===== src/rtl/csr_uart_char.sv =====
// 8N1 UART peripheral behind a single CSR address: a write starts a TX frame, a read returns and consumes the RX byte.
// CSR read data and valid are registered (one-cycle latency); a TX frame lasts 10*DIV cycles.
// No backpressure: writes while busy are dropped, and an unread RX byte is overwritten by the next good frame.
module csr_uart_char #(
  parameter logic [11:0] BASE_ADDR  = 12'h7C0,
  parameter int          CLOCK_RATE = 50_000_000,
  parameter int          BAUD_RATE  = 115200
) (
  input  logic        clk,
  input  logic        rstn,
  input  logic        read,
  input  logic [2:0]  modify,
  input  logic [31:0] wdata,
  input  logic [11:0] addr,
  output logic [31:0] rdata,
  output logic        valid,
  input  logic        rx,
  output logic        tx,
  output logic        AVOID_WARNING
);

  localparam int DIV = CLOCK_RATE / BAUD_RATE;
  localparam int CW  = (DIV < 1) ? 1 : $clog2(DIV + 1);
  localparam logic [CW-1:0] CNT_FULL = CW'(DIV - 1);
  localparam logic [CW-1:0] CNT_HALF = CW'(DIV / 2);

  typedef enum logic [1:0] {ST_IDLE, ST_START, ST_DATA, ST_STOP} state_e;

  // Transmit path state
  state_e          tx_state_q, tx_state_d;
  logic [CW-1:0]   tx_cnt_q, tx_cnt_d;
  logic [2:0]      tx_bit_q, tx_bit_d;
  logic [7:0]      tx_shift_q, tx_shift_d;
  logic            tx_q, tx_d;
  logic            tx_busy_q, tx_busy_d;

  // Receive path state
  logic            rx_sync1_q, rx_sync2_q, rx_prev_q;
  state_e          rx_state_q, rx_state_d;
  logic [CW-1:0]   rx_cnt_q, rx_cnt_d;
  logic [2:0]      rx_bit_q, rx_bit_d;
  logic [7:0]      rx_shift_q, rx_shift_d;
  logic [7:0]      rx_byte_q, rx_byte_d;
  logic            rx_full_q, rx_full_d;
  logic            rx_done;

  // CSR response
  logic [31:0]     rdata_q, rdata_d;
  logic            valid_q, valid_d;

  logic            hit;
  logic            tx_start;
  logic            rx_fall;

  assign hit      = (addr == BASE_ADDR);
  assign tx_start = hit && (modify[1:0] == 2'b01) && !tx_busy_q;
  assign rx_fall  = rx_prev_q && !rx_sync2_q;

  // TX frame sequencer: START, 8 data bits LSB first, STOP, each held DIV cycles
  always_comb begin
    tx_state_d = tx_state_q;
    tx_cnt_d   = tx_cnt_q;
    tx_bit_d   = tx_bit_q;
    tx_shift_d = tx_shift_q;
    tx_d       = tx_q;
    tx_busy_d  = tx_busy_q;
    case (tx_state_q)
      ST_IDLE: begin
        if (tx_start) begin
          tx_state_d = ST_START;
          tx_cnt_d   = CNT_FULL;
          tx_bit_d   = 3'd0;
          tx_shift_d = wdata[7:0];
          tx_d       = 1'b0;
          tx_busy_d  = 1'b1;
        end
      end
      ST_START: begin
        if (tx_cnt_q == '0) begin
          tx_state_d = ST_DATA;
          tx_cnt_d   = CNT_FULL;
          tx_bit_d   = 3'd0;
          tx_d       = tx_shift_q[0];
        end else begin
          tx_cnt_d = tx_cnt_q - CW'(1);
        end
      end
      ST_DATA: begin
        if (tx_cnt_q == '0) begin
          tx_cnt_d = CNT_FULL;
          if (tx_bit_q == 3'd7) begin
            tx_state_d = ST_STOP;
            tx_d       = 1'b1;
          end else begin
            tx_bit_d   = tx_bit_q + 3'd1;
            tx_shift_d = {1'b0, tx_shift_q[7:1]};
            tx_d       = tx_shift_q[1];
          end
        end else begin
          tx_cnt_d = tx_cnt_q - CW'(1);
        end
      end
      ST_STOP: begin
        if (tx_cnt_q == '0) begin
          tx_state_d = ST_IDLE;
          tx_busy_d  = 1'b0;
          tx_d       = 1'b1;
        end else begin
          tx_cnt_d = tx_cnt_q - CW'(1);
        end
      end
      default: begin
        tx_state_d = ST_IDLE;
        tx_busy_d  = 1'b0;
        tx_d       = 1'b1;
      end
    endcase
  end

  // RX frame sequencer: mid-bit sampling from the start edge, glitch reject, stop-bit framing check
  always_comb begin
    rx_state_d = rx_state_q;
    rx_cnt_d   = rx_cnt_q;
    rx_bit_d   = rx_bit_q;
    rx_shift_d = rx_shift_q;
    rx_byte_d  = rx_byte_q;
    rx_done    = 1'b0;
    case (rx_state_q)
      ST_IDLE: begin
        if (rx_fall) begin
          rx_state_d = ST_START;
          rx_cnt_d   = CNT_HALF;
        end
      end
      ST_START: begin
        if (rx_cnt_q == '0) begin
          if (!rx_sync2_q) begin
            rx_state_d = ST_DATA;
            rx_cnt_d   = CNT_FULL;
            rx_bit_d   = 3'd0;
          end else begin
            rx_state_d = ST_IDLE;
          end
        end else begin
          rx_cnt_d = rx_cnt_q - CW'(1);
        end
      end
      ST_DATA: begin
        if (rx_cnt_q == '0) begin
          rx_shift_d = {rx_sync2_q, rx_shift_q[7:1]};
          rx_cnt_d   = CNT_FULL;
          if (rx_bit_q == 3'd7) begin
            rx_state_d = ST_STOP;
          end else begin
            rx_bit_d = rx_bit_q + 3'd1;
          end
        end else begin
          rx_cnt_d = rx_cnt_q - CW'(1);
        end
      end
      ST_STOP: begin
        if (rx_cnt_q == '0) begin
          rx_state_d = ST_IDLE;
          if (rx_sync2_q) begin
            rx_byte_d = rx_shift_q;
            rx_done   = 1'b1;
          end
        end else begin
          rx_cnt_d = rx_cnt_q - CW'(1);
        end
      end
      default: rx_state_d = ST_IDLE;
    endcase
    // A byte completing in the same cycle as a consuming read wins
    rx_full_d = rx_full_q;
    if (hit && read) rx_full_d = 1'b0;
    if (rx_done)     rx_full_d = 1'b1;
  end

  // CSR response built from pre-edge state; "no character" reads negative
  always_comb begin
    valid_d = hit;
    rdata_d = 32'h0;
    if (hit) begin
      rdata_d = {~rx_full_q, tx_busy_q, 22'b0, rx_full_q ? rx_byte_q : 8'h00};
    end
  end

  // State registers; reset aborts both frames and parks the lines idle-high
  always_ff @(posedge clk or negedge rstn) begin
    if (!rstn) begin
      tx_state_q <= ST_IDLE;
      tx_cnt_q   <= '0;
      tx_bit_q   <= 3'd0;
      tx_shift_q <= 8'h00;
      tx_q       <= 1'b1;
      tx_busy_q  <= 1'b0;
      rx_sync1_q <= 1'b1;
      rx_sync2_q <= 1'b1;
      rx_prev_q  <= 1'b1;
      rx_state_q <= ST_IDLE;
      rx_cnt_q   <= '0;
      rx_bit_q   <= 3'd0;
      rx_shift_q <= 8'h00;
      rx_byte_q  <= 8'h00;
      rx_full_q  <= 1'b0;
      rdata_q    <= 32'h0;
      valid_q    <= 1'b0;
    end else begin
      tx_state_q <= tx_state_d;
      tx_cnt_q   <= tx_cnt_d;
      tx_bit_q   <= tx_bit_d;
      tx_shift_q <= tx_shift_d;
      tx_q       <= tx_d;
      tx_busy_q  <= tx_busy_d;
      rx_sync1_q <= rx;
      rx_sync2_q <= rx_sync1_q;
      rx_prev_q  <= rx_sync2_q;
      rx_state_q <= rx_state_d;
      rx_cnt_q   <= rx_cnt_d;
      rx_bit_q   <= rx_bit_d;
      rx_shift_q <= rx_shift_d;
      rx_byte_q  <= rx_byte_d;
      rx_full_q  <= rx_full_d;
      rdata_q    <= rdata_d;
      valid_q    <= valid_d;
    end
  end

  assign rdata         = rdata_q;
  assign valid         = valid_q;
  assign tx            = tx_q;
  assign AVOID_WARNING = |wdata[31:8] | modify[2];

endmodule


===== config.mk =====
export PLATFORM = sky130hd
export DESIGN_NAME = csr_uart_char
export DESIGN_NICKNAME = d
export VERILOG_FILES = /design/src/rtl/csr_uart_char.sv
export SDC_FILE = /design/constraint.sdc
export NUM_CORES = 1
export LEC_CHECK = 0
export BUFFER_PORTS_ARGS = -buffer_cell sky130_fd_sc_hd__buf_2
export CORE_UTILIZATION = 49
export CTS_CLUSTER_SIZE = 8
export DETAILED_ROUTE_END_ITERATION = 8
export PLACE_DENSITY_LB_ADDON = 0.15
export SLEW_MARGIN = 20
export SYNTH_ARGS = -nofsm -noshare
export SYNTH_HDL_FRONTEND = slang
export SYNTH_SLANG_ARGS = --single-unit
export TNS_END_PERCENT = 100

===== constraint.sdc =====
create_clock -name clk -period 2.3 [get_ports clk]
set_input_delay 0.23 -clock clk [delete_from_list [all_inputs] [get_ports clk]]
set_output_delay 0.23 -clock clk [all_outputs]
set_load 0.1 [all_outputs]

==> run summary, run 1 <==
Synthesis inferred 69 register bits. For this run, design rule violations remaining after detail routing come to 0. The root buffer cell chosen for the clock tree is sky130_fd_sc_hd__clkbuf_8. The most used flip-flop cell after synthesis is sky130_fd_sc_hd__dfrtp_1. The total setup violations reported at the end of the flow was 0; the post-layout utilization of the core was 62.12%.

The tools report the end of the worst hold path as rx_full_q. The netlist area before placement came out at 0.003817 mm^2. Setup repair after global routing left no endpoint under its margin. The HPWL after detailed placement is 5539 um. The wire length of the first global-routing pass came out at 13000 um. The repair_antennas step left the layout with diodes totalling 0.

Of the cells placed in the final design, the portion with a size suffix greater than 1 is 35.84%. The clock reaches the later pin of the worst-skew pair after 0.34 ns. The synthesized netlist contains 62 unique library cells. Proportion of synthesized chip area in sequential cells: 45.36%. The worst hold path begins at read. The startpoint identified for the worst register-to-register timing path is tx_busy_q. For this block, the via count after detailed routing is 2916. The terminus of the critical flop-to-flop path was tx_state_q[1]. The cell count after synthesis was 355. The via-per-instance ratio was 5.292. In the synthesized netlist, mux cells make up 11.14% of the area. The number of buffers added by the clock tree synthesis step came out at 9. For this run the aggregate overflow at the end of global routing stands at 0.

Once the floorplan was initialized, standard cells occupied 51.53% of the core. The die span in x was 90.27 um. For the worst flop-to-flop path, the logic depth is 5. For this design the top-level I/O count stands at 86.

The logs give 2.53 ns for the required time of the critical path and -0.007676 ns for the placement-stage worst setup slack. The via count of the first global-routing pass is 2751, and the period utilization is 97.19%. The worst ir drop on vdd was 0.0008689 V. Relative to the synthesized area, the layout overhead comes to 20.55%. Across all setup checks in the final design, the least slack found is 0.06463 ns. Between clock sinks in the finished design, the worst skew comes to 0.007144 ns. The H-tree was split into 3 levels.

STA classifies the critical path startpoint as a flip-flop. The synthesized netlist devotes 14.88% of its cell area to compound gates. The run gives 5 as the count of TritonRoute iterations in the first routing pass.

In this run the worst hold path is classified as input pin to flip-flop. The tools report the maximum buffer depth of the clock tree as 2. The run finished with clean final reports. The synthesized-area fraction occupied by adder cells works out to 5.572%. For this design the static power due to leakage is 0.002247 uW. Data on the critical path arrives at its endpoint at 2.47 ns. Across the run, the number of max-cap violations was 0.

The multi-input combinational cells in the finished layout cover a total of 0.001883 mm^2. Across all register-to-register paths, the minimum setup slack is 0.06 ns. The run gives 32 as the pin count of the biggest net entering global routing. The async set or reset register ratio after synthesis is 100.0%, and the clock transition at the registers of the reported paths is 0.08 ns. The register area is 0.001732 mm^2, and the max-slew headroom at the worst pin is 53.48%. The dominant combinational cell family by area after synthesis is simple AND/OR/NAND/NOR gates. The final layout contains 515 nets.

The worst setup path is of the flip-flop to flip-flop kind. The tools report the final cell area excluding filler cells as 0.004602 mm^2. TritonCTS built the clock tree. The clock drives 69 sinks. Placement-stage cell area: 0.004322 mm^2. The total count of max-transition violations in the final report came out at 0.

Of the total synthesized cell area, the portion taken by AND, OR, NAND and NOR gates is 14.95%. After floorplanning, the core was sized to cover 0.007408 mm^2. The layout has 613 filler cells. The starting DRC count in detailed routing is 89, and the synthesized area per cell is 10.75 um^2. The areal power density over the cells is 1225 mW/mm^2. Number of antenna violations at the first check in global routing: 0. For this run, the top clock speed supported by timing is 0.4474 GHz.

After detailed routing, the average wire length per cell comes to 13.56 um. The worst hold path was traced through 3 stages. The tools report the number of hold-slack violations in the final timing report as 0. The number of warning messages in the yosys log was 0. STA classifies the critical path endpoint as a flip-flop.

The synthesized-area fraction occupied by xor and xnor cells works out to 0.2294%. Along the worst path, the maximum fanout reaches 5. The initialized floorplan defines 31 standard-cell rows. Summed over all layers, the routed wires come to 7473 um. After layout, the minimum clock period comes to 2.235 ns. The synthesized design contains 0 enable-type register cells. The number of I/O port buffers was 63. Routability-driven placement finished with a final weighted congestion of 0.8457. Adding up every negative setup slack in the final design gives 0 ns.

Die height: 90.27 um. The die covers 0.008148 mm^2. Global routing used 19.59% of the available tracks across all layers. The transition time of the tightest slew-check pin was 0.6978 ns; the count of antenna-violating nets left after detailed routing was 0.
==> synthesized netlist by cell type (all sizes together), types with 3 or more instances <==
master  count  area, um^2
dfstp       4       105.1
o22a        3       26.28
nor2       21       97.60
a21oi      21       116.4
a211oi      3       22.52
or4         5       41.29
o21ai      17       85.08
ha         17       212.7
nor4       10       62.56
a22oi       3       22.52
mux2       33       375.4
a22o        4       36.29
and3        9       56.30
clkbuf      5       18.77
buf        29       217.7
o41ai       5       43.79
nand2      22       82.58
inv        16       60.06
nor3        8       40.04
or2         3       18.77
mux2i       5       50.05
a21o        4       31.28
nor2b       5       31.28
dfrtp      65        1627
==> state kept, by name, summed over array words and instances, names as in the netlist, named ones only <==
| signal | count |
|---|---|
| tx_bit_q | 3 |
| tx_shift_q | 8 |
| rx_byte_q | 8 |
| rx_shift_q | 8 |
| tx_cnt_q | 9 |
| rx_prev_q | 1 |
| rx_full_q | 1 |
| rdata | 10 |
| tx_busy_q | 1 |
| rx_cnt_q | 9 |
| rx_sync2_q | 1 |
| rx_sync1_q | 1 |
| rx_state_q | 1 |
| valid | 1 |
| rx_bit_q | 3 |
| tx | 1 |
| tx_state_q | 2 |
==> how the worst max path moves through the flow <==
stage,startpoint,end,slack [ns]
after floorplan,rx_cnt_q[0],rx_cnt_q[6],-0.009
after global placement,addr[1],tx_state_q[1],0.04
after detailed placement,rx_cnt_q[1],rx_cnt_q[6],-0.008
after CTS,rx_cnt_q[1],rx_byte_q[2],0.01
after global routing,tx_busy_q,tx_state_q[1],0.0009
final,tx_busy_q,tx_state_q[1],0.06
==> layout make-up <==
cell class	instances	share of cell area, %
clock buffer	11	3.072
tap	99	2.692
multi-input combinational	257	40.92
sequential	69	37.63
clock inverter	5	1.822
inverter	16	1.305
timing repair buffer	94	12.56
==> cells by family after synthesis <==
family          count (synthesis)
flops                          69
other cells                     1
fa+ha+maj                      17
xor+xnor                        1
mux                            38
compound gates                 78
simple gates                  101
buf+inv                        50
==> routing by layer <==
| layer | up-vias | track usage [%] | share of wire, % |
|---|---|---|---|
| met2 | 58 | 29.83 | 47 |
| met1 | 1410 | 27.96 | 48 |
| met3 | 8 | 3.283 | 3.7 |
| met5 | - | 0 | 0 |
| met4 | 0 | 7.661 | 1.3 |
| li1 | 1440 | - | - |
==> what timing repair did <==
action	4_1_cts	5_1_grt
endpoints found under the setup margin	1	28
resized for setup	1	3
hold buffers	2	0
hold endpoints to repair	27	0
buffers inserted	0	3
==> where the power goes <==
part / switching, uW / leakage, uW / internal (uW)
combinational: 1530 / 0.00124 / 1270
clock: 474 / 0.000106 / 643
sequential: 225 / 0.000897 / 1500
==> placed cells by master (no fill, tap or decap), types with 10 or more instances in the layout <==
| cell | netlist | layout |
|---|---|---|
| sky130_fd_sc_hd__dfrtp_1 | 65 | 65 |
| sky130_fd_sc_hd__buf_2 | 3 | 63 |
| sky130_fd_sc_hd__mux2_2 | 32 | 32 |
| sky130_fd_sc_hd__buf_4 | 24 | 27 |
| sky130_fd_sc_hd__nand2_1 | 22 | 22 |
| sky130_fd_sc_hd__conb_1 | 1 | 22 |
| sky130_fd_sc_hd__a21oi_1 | 20 | 20 |
| sky130_fd_sc_hd__nor2_1 | 19 | 18 |
| sky130_fd_sc_hd__o21ai_0 | 17 | 17 |
| sky130_fd_sc_hd__ha_1 | 17 | 17 |
| sky130_fd_sc_hd__inv_1 | 16 | 16 |
| sky130_fd_sc_hd__nor4_1 | 10 | 10 |
| sky130_fd_sc_hd__clkbuf_8 | 0 | 10 |
==> critical path, stage by stage (launching register included) <==
cell and delay [ns]:
sky130_fd_sc_hd__dfrtp_1 0.41, sky130_fd_sc_hd__or3b_2 0.50, sky130_fd_sc_hd__o41a_4 0.41, sky130_fd_sc_hd__or2_2 0.32, sky130_fd_sc_hd__nor2_1 0.15, sky130_fd_sc_hd__mux2_2 0.35
==> stage by stage <==
step	total power [uW]	instances	hold slack, ns
final	5639	551	0.1654
after global routing	6075	551	0.1707
after CTS	5627	548	0.1543
after detailed placement	4492	530	0.3257
after global placement	4439	530	0.3191
after floorplan	3818	376	-0.06559
(Power assumes the default switching activity.)
==> inputs of run 2 (changes only) <==
- CAP_MARGIN: default -> 30
- CORE_UTILIZATION: 49 -> 38
==> run summary, run 2 (synthesized netlist as in run 1, its figures left out) <==
For the post-CTS setup buffer count, the log shows 0 (unchanged). The capturing element type of the critical path is a flip-flop. The logs give 0 (unchanged) for the remaining global-route overflow and 0 (unchanged) for the number of inserted diodes. The achievable frequency is 0.4426 GHz (-1.1%). The required time of the critical path was 2.52 ns (about the same). The fraction of final layout cells sized beyond drive strength 1 is 36.73% (+0.88 points). The flow ran to the end, and the final reports show no timing, DRC or antenna violations.

Relative area change from synthesis to final layout: 22.09%. The tools report the total setup violations reported at the end of the flow as 0 (unchanged). The total power came out at 5729 uW (+1.6%). The run gives 16.70% (-2.9 points) as the total global routing track utilization. The total count of max-transition violations in the final report was 0 (unchanged); the maximum buffer depth of the clock tree was 2 (unchanged).

The detailed-placement wirelength estimate was 6008 um (+8.5%); the layout net count was 515 (unchanged). Total area of multi-input combinational cells: 0.001896 mm^2 (+0.66%). The residual DRC count is 0 (unchanged), and the worst stage delay on the critical path is 0.66 ns (+0.16 ns).

The total number of clock tree sinks came out at 69 (unchanged). The tools report the source of the worst hold timing path as read. The run gives 0.002257 uW (+0.44%) as the static leakage.

The floorplan die area is 0.01045 mm^2 (+28%), and the count of TritonRoute iterations in the first routing pass is 4 (-1). For the total routed wirelength, the log shows 8106 um (+8.5%). In the layout the commonest cells are 65 x sky130_fd_sc_hd__dfrtp_1, 63 x sky130_fd_sc_hd__buf_2, 32 x sky130_fd_sc_hd__mux2_2. In this run the worst hold path is classified as input pin to flip-flop.

For the number of fillers in the final layout, the log shows 921 (+50%). Period utilization: 98.23% (+1.0 points). The number of I/O port buffers is 63 (unchanged). The number of antenna violations at the first check in global routing came out at 0 (unchanged). The minimum period implied by the final worst setup slack is 2.259 ns (+0.02400 ns), and the via-per-instance ratio is 4.920 (-7.0%).

TritonCTS built the clock tree. The wire length of the first global-routing pass is 13410 um (+3.1%), and the row count is 36 (+16%). The placement-stage cell area was 0.004387 mm^2 (+1.5%).

Setup repair after global routing could not meet its margin everywhere. The count of H-tree levels built during CTS is 3 (unchanged). The run gives 39.06% (-12 points) as the effective utilization at floorplan. The largest fanout on the critical path was 9 (+4); the clock latency at the later pin of the worst-skew pair was 0.35 ns (about the same).

Traced cell by cell, the critical path runs through inv_1 > ha_1 > or4b_2 > nor2_2 > and3_1 > buf_12 > mux2_2. STA classifies the critical path startpoint as a flip-flop. The endpoint identified for the worst register-to-register timing path is rx_byte_q[6]. The number of buffers added by the clock tree synthesis step was 9 (unchanged); the cell count along the critical path was 7 (+2). The clock transition at the registers of the reported paths is 0.09 ns (about the same), and the post-detailed-route wirelength per cell is 13.86 um (+2.2%). The die height is 102.2 um (+13%), and the length in cells of the worst reg-to-reg path is 7 (+2). The number of buffer and inverter instances along the worst setup path is 2 (+2). The pin count of the biggest net entering global routing was 47 (+47%); the instance count along the most critical hold path was 3 (unchanged). The number of flip-flops under the largest register name works out to 10 (unchanged).

The worst setup path is of the flip-flop to flip-flop kind. The final cell area excluding filler cells is 0.004661 mm^2 (+1.3%), and the areal power density over the cells is 1229 mW/mm^2 (+0.32%). The slowest stage of the critical path is the sky130_fd_sc_hd__or4b_2 cell.

The startpoint identified for the worst register-to-register timing path is rx_cnt_q[1]. For the max-slew headroom at the worst pin, the log shows 62.47% (+9.0 points). The count of antenna-violating nets left after detailed routing is 0 (unchanged), and the worst ir drop on vdd is 0.0008339 V (-4.0%).

The routability congestion estimate from global placement is 0.8036 (-5.0%), and the register area is 0.001732 mm^2 (unchanged). Signal arrival time at the worst endpoint: 2.48 ns (about the same). The transition time of the tightest slew-check pin came out at 0.5629 ns (-0.1349 ns).

Grouping stages by cell kind, the critical path spends the most delay in simple AND/OR/NAND/NOR gates. The run gives 0.01449 ns (+0.007344 ns) as the worst clock skew. Most common cell after layout, fill and taps aside: sky130_fd_sc_hd__dfrtp_1.

The via count of the first global-routing pass is 2815 (+2.3%), and the die span in x is 102.2 um (+13%). The core box area was 0.009774 mm^2 (+32%). The run gives 72 (-19%) as the starting DRC count in detailed routing. The vias after detailed routing came out at 2878 (-1.3%). The end of the worst hold path is rx_full_q. The logs give 0 (unchanged) for the max-cap check violation count and 0.04 ns (-0.02 ns) for the setup slack on the worst flop-to-flop path.

In this run the clock root is driven by a sky130_fd_sc_hd__clkbuf_8. The count of pins on the block boundary came out at 86 (unchanged). The tools report the number of hold-slack violations in the final timing report as 0 (unchanged).
[run 2: worst max-delay path by stage]
| stage | startpoint | end | slack, ns |
|---|---|---|---|
| 3_5_place_dp | addr[1] | tx_state_q[1] | -0.004 |
| 3_3_place_gp | addr[1] | tx_state_q[1] | 0.03 |
| 5_1_grt | rx_cnt_q[1] | rx_byte_q[0] | -0.008 |
| 4_1_cts | rx_cnt_q[1] | rx_cnt_q[6] | 0.0002 |
| 2_1_floorplan | rx_cnt_q[0] | rx_cnt_q[6] | -0.009 |
| 6_report | rx_cnt_q[1] | rx_byte_q[6] | 0.04 |
[run 2: worst register-to-register path, delay by kind of cell, from the launching register on]
kind	cells	cell delay, ns
AND/OR/NAND/NOR	3	1.06
flip-flops	1	0.40
multiplexers	1	0.32
buffers and inverters	2	0.21
adder cells (fa/ha/maj)	1	0.14
[run 2: layer usage]
layer	wire length, um	track usage [%]
met1	3900	21.43
met2	3849	27.62
met3	259	3.625
met4	97	6.264
met5	0	0
[run 2: cell type report]
type / instances / area share, %
multi-input combinational: 257 / 40.67
sequential: 69 / 37.15
timing repair buffer: 94 / 12.40
tap: 133 / 3.570
clock buffer: 9 / 2.658
clock inverter: 7 / 2.255
inverter: 16 / 1.289
[run 2: power by group]
part	leakage [uW]	total (uW)	internal (uW)	switching, uW
Clock	0.000112	1140	627	514
Sequential	0.000897	1750	1500	245
Combinational	0.00125	2840	1280	1560
[run 2: through the flow]
stage / cells / setup TNS [ns] / setup slack (ns) / hold WS [ns] / utilization, %
6_report: 585 / 0 / 0.04063 / 0.1710 / 47.68
5_1_grt: 585 / -0.02517 / -0.007778 / 0.1794 / 47.68
4_1_cts: 585 / 0 / 0.0001894 / 0.1586 / 47.43
3_5_place_dp: 567 / -0.003889 / -0.003889 / 0.2598 / 44.88
3_3_place_gp: 567 / 0 / 0.03483 / 0.2633 / 44.88
2_1_floorplan: 376 / -0.008883 / -0.008883 / -0.06559 / -
[run 2: what timing repair did]
action / 4_1_cts / 5_1_grt
hold buffers: 2 / 0
gates resized for setup: 0 / 6
endpoints found under the hold margin: 24 / 0
endpoints found under the setup margin: 0 / 26
==> inputs of run 3 (changes only) <==
- BUFFER_PORTS_ARGS: -buffer_cell sky130_fd_sc_hd__buf_2 -> default
- DONT_BUFFER_PORTS: default -> 1
==> run summary, run 3 (synthesized netlist as in run 1, its figures left out) <==
Post-detailed-route wirelength per cell: 15.51 um (+12%). The layout net count is 454 (-12%). The tree is rooted in a sky130_fd_sc_hd__clkbuf_8. The tools report the number of buffers added by the clock tree synthesis step as 9 (unchanged). STA classifies the critical path endpoint as a flip-flop.

The total setup violations reported at the end of the flow was 0 (unchanged). The total global routing track utilization was 16.63% (-0.063 points). The die span in x came out at 102.2 um (unchanged). The total routed wirelength was 8142 um (+0.44%).

Remaining global-route overflow: 0 (unchanged). Number of I/O port buffers: 0 (-100%). The routability congestion estimate from global placement is 0.8214 (+2.2%), and the clock transition at the registers of the reported paths is 0.09 ns (about the same). The run gives 41.52% (-21 points) as the max-slew headroom at the worst pin.

The tools report the achievable frequency as 0.4496 GHz (+1.6%). The count of TritonRoute iterations in the first routing pass was 4 (unchanged). The run gives 1 (+1) as the number of antenna violations at the first check in global routing.

Vias after detailed routing: 2726 (-5.3%). In the layout the commonest cells are 65 x sky130_fd_sc_hd__dfrtp_1, 32 x sky130_fd_sc_hd__mux2_2, 27 x sky130_fd_sc_hd__buf_4. The run gives 0 (unchanged) as the total count of max-transition violations in the final report. Relative to the synthesized area, the layout overhead comes to 14.06%.

TritonCTS built the clock tree. The critical path in this run is classified as flip-flop to flip-flop. The flow ran to the end, and the final reports show no timing, DRC or antenna violations. The static leakage is 0.001989 uW (-12%), and the period utilization is 96.71% (-1.5 points). For the effective utilization at floorplan, the log shows 39.06% (unchanged). Floorplan die area: 0.01045 mm^2 (unchanged). The run gives 0 (unchanged) as the max-cap check violation count. The tools report the core box area as 0.009774 mm^2 (unchanged). Placed instance count: 503 (-11%).

The worst clock skew came out at 0.01043 ns (-0.004062 ns). The die height was 102.2 um (unchanged). Worst ir drop on vdd: 0.0006816 V (-18%).

The worst hold margin was 0.04834 ns (-0.1227 ns). The number of flip-flops under the largest register name came out at 10 (unchanged). For the total number of clock tree sinks, the log shows 69 (unchanged). The areal power density over the cells was 1285 mW/mm^2 (+4.6%). The run gives 2688 (-4.5%) as the via count of the first global-routing pass. The pin count of the biggest net entering global routing came out at 70 (+49%).

The starting DRC count in detailed routing was 58 (-19%); the count of H-tree levels built during CTS was 3 (unchanged). The fraction of final layout cells sized beyond drive strength 1 is 27.37% (-9.4 points), and the minimum period implied by the final worst setup slack is 2.224 ns (-0.03502 ns). Leaving out fill and tap cells, the most frequent cell in the layout is sky130_fd_sc_hd__dfrtp_1. The via-per-instance ratio works out to 5.192 (+5.5%). The wire length of the first global-routing pass is 13320 um (-0.66%), and the clock latency at the later pin of the worst-skew pair is 0.35 ns (about the same). The count of antenna-violating nets left after detailed routing came out at 0 (unchanged). The row count is 36 (unchanged), and the largest fanout on the critical path is 8 (-1).

The run gives 2.46 ns (-0.02 ns) as the signal arrival time at the worst endpoint. The worst setup path is launched from a flip-flop. The detailed-placement wirelength estimate is 5707 um (-5.0%). Transition time of the tightest slew-check pin: 0.8778 ns (+0.3148 ns). The min-delay analysis places its worst path in the category input pin to flip-flop.

The run gives 2 (unchanged) as the maximum buffer depth of the clock tree. The logs give 525 (-10%) for the post-layout instance count excluding filler cells and 0 (unchanged) for the residual DRC count. The count of pins on the block boundary is 86 (unchanged), and the required time of the critical path is 2.53 ns (about the same). The number of hold-slack violations in the final timing report is 0 (unchanged).
-- run 3: through the flow --
stage          utilization [%]  power [uW]  setup slack, ns  area, um^2    TNS, ns
5_1_grt                  44.52        6030        -0.004328        4352  -0.009813
6_report                 44.55        5597          0.07564        4354          0
4_1_cts                  44.00        5540          0.01087        4300          0
3_3_place_gp             41.58        4506          0.04462        4064          0
2_1_floorplan                -        3818        -0.008883        3899  -0.008883
3_5_place_dp             41.58        4516         -0.02514        4064   -0.04826
-- run 3: timing repair --
item,in CTS,in global routing
buffers inserted,0,1
gates cloned,0,1
hold buffers,3,0
pin swaps,0,1
gates resized for setup,1,8
hold endpoints to repair,70,0
endpoints found under the setup margin,3,36
-- run 3: layout make-up --
class / instances / area (um^2)
Inverter: 16 / 60.06
Sequential cell: 69 / 1732
Tap cell: 133 / 166.4
Clock buffer: 9 / 123.9
Clock inverter: 7 / 62.56
Multi-Input combinational cell: 257 / 1906
Antenna cell: 1 / 2.502
Fill cell: 936 / 5420
Timing Repair Buffer: 33 / 301.5
-- run 3: critical path, stage by stage (launching register included) --
cell	delay [ns]
sky130_fd_sc_hd__dfrtp_1	0.38
sky130_fd_sc_hd__or3b_2	0.50
sky130_fd_sc_hd__o41a_4	0.43
sky130_fd_sc_hd__or2_2	0.34
sky130_fd_sc_hd__nor2_2	0.12
sky130_fd_sc_hd__mux2_2	0.34
-- run 3: metal layers --
metal / vias up / global-route usage (%) / wire, um
met2: 55 / 26.54 / 3972
li1: 1310 / - / -
met5: - / 0 / 0
met3: 8 / 4.856 / 343
met1: 1353 / 21.92 / 3734
met4: 0 / 4.835 / 92
-- run 3: worst paths after layout --
check | start | endpoint | slack (ns) | cells after the start
max | tx_busy_q | tx_state_q[1] | 0.08 | 5
min | read | rx_full_q | 0.05 | 2
max reg2reg | tx_busy_q | tx_state_q[1] | 0.08 | 5
min reg2reg | rx_sync1_q | rx_sync2_q | 0.36 | 0
max in group asynchronous | rstn | rx_sync1_q | 1.52 | 2
min in group asynchronous | rstn | rdata[30] | 0.44 | 2
-- run 3: where the power goes --
group / switching [uW] / internal [uW] / leakage [uW]
Clock: 542 / 414 / 0.0000927
Sequential: 293 / 1500 / 0.000897
Combinational: 1540 / 1310 / 0.000999
Total: 2370 / 3230 / 0.00199
